<file path="config.mk">
export PLATFORM = sky130hd
export DESIGN_NAME = shot_clock_timer
export DESIGN_NICKNAME = d
export VERILOG_FILES = /design/src/rtl/shot_clock_timer.sv
export SDC_FILE = /design/constraint.sdc
export NUM_CORES = 1
export LEC_CHECK = 0
export BUFFER_PORTS_ARGS = -buffer_cell sky130_fd_sc_hd__buf_2
export CAP_MARGIN = 20
export CORE_AREA = 2 2 84 86
export DETAILED_ROUTE_END_ITERATION = 6
export DIE_AREA = 0 0 86 88
export PLACE_DENSITY = 0.63
export SYNTH_ARGS = -nofsm -noshare
export SYNTH_HDL_FRONTEND = slang
export SYNTH_SLANG_ARGS = --single-unit
</file>
<file path="constraint.sdc">
create_clock -name clock_in -period 3.79 [get_ports clock_in]
set_input_delay 0 -clock clock_in [delete_from_list [all_inputs] [get_ports clock_in]]
set_output_delay 0 -clock clock_in [all_outputs]
set_load 0.03 [all_outputs]
</file>
<file path="src/rtl/shot_clock_timer.sv">
// Shot-clock countdown with built-in one-second prescaler, full/short reload,
// a one-cycle expiry strobe and a timed horn output.
//
//   state     | meaning
//   S_HOLD    | count frozen, prescaler keeps its partial second
//   S_RUN     | prescaler advancing, count decrements on each tick
//   S_EXPIRED | count reached 0; only a reload or reset leaves this state
module shot_clock_timer #(
    parameter int COUNT_W     = 5,
    parameter int FULL_LOAD   = 24,
    parameter int SHORT_LOAD  = 14,
    parameter int TICK_DIV    = 50000000,
    parameter int BUZZ_CYCLES = 50000000
) (
    input  logic               clock_in,
    input  logic               reset,
    input  logic               run,
    input  logic               reload_full,
    input  logic               reload_short,
    output logic [COUNT_W-1:0] count,
    output logic               expired,
    output logic               expire_pulse,
    output logic               buzzer
);

    localparam int PRESC_W = $clog2(TICK_DIV);
    localparam int BUZZ_W  = $clog2(BUZZ_CYCLES + 1);

    localparam logic [COUNT_W-1:0] FULL_C   = COUNT_W'(FULL_LOAD);
    localparam logic [COUNT_W-1:0] SHORT_C  = COUNT_W'(SHORT_LOAD);
    localparam logic [COUNT_W-1:0] ONE_C    = COUNT_W'(1);
    localparam logic [PRESC_W-1:0] PRESC_TC = PRESC_W'(TICK_DIV - 1);
    localparam logic [BUZZ_W-1:0]  BUZZ_C   = BUZZ_W'(BUZZ_CYCLES);
    localparam logic [BUZZ_W-1:0]  BUZZ_ONE = BUZZ_W'(1);

    typedef enum logic [1:0] {
        S_HOLD    = 2'd0,
        S_RUN     = 2'd1,
        S_EXPIRED = 2'd2
    } state_t;

    state_t             state_q, state_d;
    logic [COUNT_W-1:0] count_q, count_d;
    logic [PRESC_W-1:0] presc_q, presc_d;
    logic [BUZZ_W-1:0]  buzz_cnt_q, buzz_cnt_d;
    logic               pend_q, pend_d;
    logic               expired_q, expired_d;
    logic               pulse_q, pulse_d;
    logic               buzzer_q, buzzer_d;

    logic do_full, do_short, advance;

    always_comb begin
        state_d    = state_q;
        count_d    = count_q;
        presc_d    = presc_q;
        buzz_cnt_d = buzz_cnt_q;
        expired_d  = expired_q;
        buzzer_d   = buzzer_q;
        pulse_d    = 1'b0;
        pend_d     = 1'b0;

        do_full  = reload_full;
        do_short = reload_short && (count_q < SHORT_C);
        advance  = run && (state_q != S_EXPIRED) && (count_q != '0);

        if (buzzer_q) begin
            if (buzz_cnt_q == BUZZ_ONE) begin
                buzzer_d   = 1'b0;
                buzz_cnt_d = '0;
            end else begin
                buzz_cnt_d = buzz_cnt_q - BUZZ_ONE;
            end
        end

        // Expiry outputs fire one edge after count lands on zero.
        if (pend_q) begin
            pulse_d    = 1'b1;
            expired_d  = 1'b1;
            buzzer_d   = 1'b1;
            buzz_cnt_d = BUZZ_C;
        end

        if (do_full || do_short) begin
            count_d    = do_full ? FULL_C : SHORT_C;
            presc_d    = '0;
            state_d    = run ? S_RUN : S_HOLD;
            expired_d  = 1'b0;
            buzzer_d   = 1'b0;
            buzz_cnt_d = '0;
            pulse_d    = 1'b0;
            pend_d     = 1'b0;
        end else if (advance) begin
            if (presc_q == PRESC_TC) begin
                presc_d = '0;
                count_d = count_q - ONE_C;
                if (count_q == ONE_C) begin
                    state_d = S_EXPIRED;
                    pend_d  = 1'b1;
                end else begin
                    state_d = S_RUN;
                end
            end else begin
                presc_d = presc_q + PRESC_W'(1);
                state_d = S_RUN;
            end
        end else if (state_q == S_RUN) begin
            state_d = S_HOLD;
        end
    end

    always_ff @(posedge clock_in) begin
        if (reset) begin
            state_q    <= S_HOLD;
            count_q    <= FULL_C;
            presc_q    <= '0;
            buzz_cnt_q <= '0;
            pend_q     <= 1'b0;
            expired_q  <= 1'b0;
            pulse_q    <= 1'b0;
            buzzer_q   <= 1'b0;
        end else begin
            state_q    <= state_d;
            count_q    <= count_d;
            presc_q    <= presc_d;
            buzz_cnt_q <= buzz_cnt_d;
            pend_q     <= pend_d;
            expired_q  <= expired_d;
            pulse_q    <= pulse_d;
            buzzer_q   <= buzzer_d;
        end
    end

    assign count        = count_q;
    assign expired      = expired_q;
    assign expire_pulse = pulse_q;
    assign buzzer       = buzzer_q;

endmodule
</file>
[Word level (Yosys, flattened, before mapping)]
Index checks and enable logic that the tools add are counted.
Operators by class
  add/subtract/negate cells: 3
  order comparisons: 1
  equality and inequality tests: 5
  mux-type cells: 19
  bitwise operators: 2
  reductions and logical operators: 13
Operator list (count)
  26-bit 2-to-1 mux: 4
  26-bit by 1-bit adder with 26-bit output, second input constant: 1
  26-bit by 1-bit == test with 1-bit output, second input constant: 1
  26-bit == test, second input constant: 1
  26-bit by 1-bit subtractor with 26-bit output, second input constant: 1
  5-bit 2-to-1 mux: 4
  2-bit 2-to-1 mux: 5
  1-bit 2-to-1 mux: 6
  2-bit nonzero test: 3
  5-bit by 1-bit == test with 1-bit output, second input constant: 1
  5-bit by 4-bit < comparator with 1-bit output, second input constant: 1
  5-bit nonzero test: 1
  5-bit by 1-bit subtractor with 5-bit output, second input constant: 1
  4-bit OR reduction: 1
  1-bit logical AND: 3
  3-bit nonzero test: 1
  3-bit OR reduction: 1
  2-bit by 1-bit == test with 1-bit output, second input constant: 1
  2-bit != test, second input constant: 1
  1-bit inverter: 2
  2-bit AND reduction: 1
  2-bit OR reduction: 1
  1-bit logical OR: 1
Word-level totals
  bits in registers: 63
  input bits: 5
  logic and storage cells: 52

[Longest topological paths before layout]
  depth in word-level cells: 5
  mapped depth: 9

[Least setup slack after synthesis]
OpenSTA, ideal clock, no wires.
  path type: register to register
  start: register count_q[1] (netlist: count[1])
  end: register presc_q[10]
  setup time: 0.117 ns
  data arrival time: 2.319 ns
  path slack: 1.354 ns
  stages on the path, launching flop included: 10
  clock period less this slack: 2.436 ns
  cells stage by stage: dfxtp_1 -> inv_1 -> ha_1 -> or4b_1 -> clkbuf_1 -> nand3_1 -> or4_1 -> nand2_1 -> buf_2 -> nor2_1
On the way
  word-level cells in the longest chain between the ends: 4
  elaborated cells between the ends (all ways): 6
  those cells by class: order compare: 1; reduce/logical: 5
RTL lines
  start: declaration: RTL line 43  | logic [COUNT_W-1:0] count_q, count_d;
  start signal: assignment: RTL line 124  | count_q <= count_d;
  5-bit by 4-bit < comparator with 1-bit output: RTL line 64  | do_short = reload_short && (count_q < SHORT_C);
  1-bit logical AND: RTL line 64
  1-bit logical OR: RTL line 84  | if (do_full || do_short) begin
  2-bit OR reduction (no source line)
  end signal: assignment: RTL line 125  | presc_q <= presc_d;
  end: declaration: RTL line 44  | logic [PRESC_W-1:0] presc_q, presc_d;
Parallel ways exist; a longest one is shown, timed or not.
A chain may end at the register's enable or synchronous reset.

[Final worst setup path]
  start: register count_q[0] (netlist: count[0])
  end: register presc_q[12]
Same word-level chain as after synthesis.

==> results.txt <==
----------------------------------------------------
[Global routing]
  Wire length of the first global-routing pass ... 11,700 um
  Total routing resource utilization after global routing ... 19.3%
  Number of global-route vias before repair ... 2,534
  Number of antenna violations at the first check in global routing ... 0
  Pin count of the biggest net entering global routing ... 26
  Total congestion overflow ... 0

[Synthesis]
  Number of enable-type register cells in the synthesized netlist ... 0
  Post-synth design cell area ... 3200 sq um
  Total nets after synthesis ... 387
  Post-synthesis cell type with the largest combined area ... sky130_fd_sc_hd__dfxtp_1
  Number of distinct library cell variants in the gate-level netlist after synthesis ... 47
  Sequential area share after synthesis ... 39.4%
  Largest cells by area after synthesis ... sky130_fd_sc_hd__dfxtp_1 39%, sky130_fd_sc_hd__xnor2_1 6.6%, sky130_fd_sc_hd__nor2_1 6.4%
  Mean post-synth cell area ... 8.50 sq um
  Gate count of the mapped netlist ... 377
  Area share of the largest cell type after synthesis ... 39.4%
  Count leader, synth ... sky130_fd_sc_hd__dfxtp_1
  Primary FF master, synth ... sky130_fd_sc_hd__dfxtp_1
  List of most frequent post-synthesis cells ... 63 x sky130_fd_sc_hd__dfxtp_1, 55 x sky130_fd_sc_hd__nor2_1, 29 x sky130_fd_sc_hd__nand2_1, 24 x sky130_fd_sc_hd__xnor2_1, 21 x sky130_fd_sc_hd__nor3_1
  Number of flip-flops and latches in the synthesized netlist ... 63
  Fraction of synthesis flops using an asynchronous set or reset pin ... 0%
  Synth warnings ... 0

[Detailed routing]
  Routed length per placed instance ... 14.1 um
  Residual antenna-violating net count after detailed routing ... 0
  Total via count after detailed routing ... 2,698
  Aggregate routed wire length ... 6690 um
  Vias/cell ... 5.70
  Iteration-0 DRC Markers ... 77
  DR pass1 iterations ... 4
  DRC violation count after routing ... 0

[STA]
  Summed negative setup slack over all endpoints ... 0 ns
  Fraction of the cycle the final worst path needs ... 70.5%
  Transition at the pin with the smallest max-transition slack ... 0.939 ns
  Count of endpoints failing hold in the final timing report ... 0
  Final Slew Violations ... 0
  Skew final ... 0.00709 ns
  Fin crit period ... 2.67 ns
  Unrepaired setup endpoints after global routing ... false
  Total setup violations reported at the end of the flow ... 0
  Highest clock frequency the design can meet ... 374 MHz
  Normalized max-slew margin ... 36.9%

[Cells and area]
  Area growth, synth to finish ... 9.57%
  FF/Latch Area ... 1260 sq um
  Final Net Count ... 399
  Area of all placed cells without fillers ... 3510 sq um
  Number of filler instances in the final layout ... 662
  Filler-free cell count of the finished design ... 473
  Final antenna diode count ... 0
  Ratio of cells with drive above 1 in the final layout ... 10.7%
  Multi-input gate area ... 1820 sq um

[Die]
  Area of the die ... 7570 sq um
  Cell row count ... 30
  Die Wd ... 86 um
  Chip height ... 88 um
  Top-level port count ... 13
  Effective utilization at floorplan ... 48.2%
  Core Area ... 6640 sq um

[Placed design]
  Placed cell count ... 455
  Routability congestion estimate from global placement ... 0.844
  Post-DP HPWL ... 4650 um
  Count of buffers from port buffering ... 12
  Placed instance area ... 3280 sq um

[Worst setup path]
  Category of the worst setup path capture point ... register
  Required time of the critical path ... 3.98 ns
  Arrival time at the worst endpoint ... 2.86 ns
  Highest-delay cell along the critical path ... sky130_fd_sc_hd__nand2_1
  Largest incremental delay on the critical path ... 0.66 ns
  Launching element type of the critical path ... register
  Crit-path leading delay family ... simple AND/OR/NAND/NOR gates
  Bufs and invs on worst path ... 1
  Number of cells traversed by the worst register-to-register path ... 7
  Critical path depth in cells ... 7
  Max FO, Critical Path ... 25
  Sequence of cells on the critical path ... inv_1 > ha_1 > or4b_1 > nand3_1 > or4_1 > nand2_1 > nor2_1
  Startpoint-to-endpoint class of the critical path ... reg -> reg

[Clock tree]
  Number of buffers created by CTS ... 9
  Buffer levels on the longest clock path ... 2
  Post-CTS setup repair buffer count ... 0
  Clock-pin transition on the worst setup and hold timing paths ... 0.07 ns
  Clock latency at the later pin of the worst-skew pair ... 0.34 ns
  Max H-tree Level ... 3
  Clock sink total ... 63
  # resized after CTS ... 0
  Clock tree from TritonCTS ... built
  CTS Root Cell ... sky130_fd_sc_hd__clkbuf_8

[Pwr]
  Pwr dens ... 365 nW/um^2
  Static power due to leakage ... 1.15 nW
  Maximum ir drop on the vdd rail ... 275 uV

[Min path]
  Cell count of the worst hold path ... 3
  Tightest Hold Check Type ... in -> reg

[Outcome]
  Run status ... finished, final reports clean

[Flow run]
  Number of maximum-capacitance constraint violations ... 0

----------------------------------------------------
-- sequential cells by signal, summed over array words and instances (netlist names) --
register,count
expire_pulse,1
pend_q,1
buzz_cnt_q,26
buzzer,1
expired,1
presc_q,26
count,5
state_q,2
-- cell families (layout without fill, tap and decap cells) --
family | Yosys count | in the layout | share of synthesized area, %
buffers and inverters | 25 | 41 | 3.95
AO/OA/AOI/OAI | 43 | 43 | 7.97
flip-flops | 63 | 63 | 39.4
XOR/XNOR | 40 | 40 | 10.9
multiplexers | 2 | 2 | 0.625
AND/OR/NAND/NOR | 199 | 199 | 35.2
adder cells (fa/ha/maj) | 5 | 5 | 1.95
-- cell usage in the layout, fill, tap and decap left out, drive strengths merged, types with 3 or more instances in the layout --
cell,n
a21oi,15
a311oi,3
a31oi,6
and2,4
and4,5
buf,13
clkbuf,12
dfxtp,63
dlygate4sd3,3
ha,5
inv,10
nand2,29
nand3,17
nand3b,4
nand4,17
nor2,55
nor2b,3
nor3,22
nor4,14
o21ai,11
o31ai,5
or2,3
or3,5
or4,9
xnor2,24
xor2,16
-- where the power goes --
part           internal (W)  switching (W)  leakage [nW]
clock              0.000335       0.000248        0.0985
sequential         0.000664     0.00000138         0.508
combinational     0.0000102      0.0000212         0.549
-- worst min-delay path: stages --
cell,delay [ns]
sky130_fd_sc_hd__buf_2,0.14
sky130_fd_sc_hd__a21oi_1,0.14
sky130_fd_sc_hd__nor3b_1,0.06
-- stage by stage --
step / util (%) / hold slack [ns] / setup slack, ns / total power (W)
CTS: 52.8 / 0.0360 / 1.11 / 0.00130
global route: 52.8 / 0.0853 / 0.859 / 0.00133
finish: 52.8 / 0.0507 / 1.12 / 0.00128
detailed placement: 49.4 / 0.203 / 1.13 / 0.000709
global placement: 49.4 / 0.193 / 1.23 / 0.000709
floorplan: - / 0.0728 / 1.35 / 0.000699
-- worst paths after layout --
kind | startpoint | end | slack, ns
worst max register to register | count[0]$_SDFFE_PP0P_ | presc_q[12]$_SDFFE_PP0P_ | 1.12
worst max-delay path | count[0]$_SDFFE_PP0P_ | presc_q[12]$_SDFFE_PP0P_ | 1.12
worst min register to register | buzz_cnt_q[17]$_SDFFE_PP0P_ | buzz_cnt_q[17]$_SDFFE_PP0P_ | 0.47
worst min-delay path | run | state_q[1]$_SDFFE_PP0P_ | 0.05
-- cell type report --
| type | count | share of cell area [%] |
|---|---|---|
| clock buffer | 12 | 4.42 |
| clock inverter | 3 | 1.21 |
| inverter | 10 | 1.07 |
| multi-input combinational | 289 | 51.7 |
| sequential | 63 | 35.9 |
| tap | 80 | 2.85 |
| timing repair buffer | 16 | 2.78 |
-- per-layer routing --
layer  share of wire (%)  global-route usage (%)  vias up
li1                    -                       -     1371
met3                 2.9                    5.18        9
met1                  49                    24.8     1289
met2                  47                    32.1       29
met5                   0                       0        -
met4                 1.3                    5.34        0
-- timing repair --
| item | in CTS | in global routing |
|---|---|---|
| setup endpoints to repair | 0 | 0 |
| hold buffers | 3 | 0 |
| hold endpoints to repair | 3 | 0 |
No activity file was read; power rests on OpenSTA's default activity.
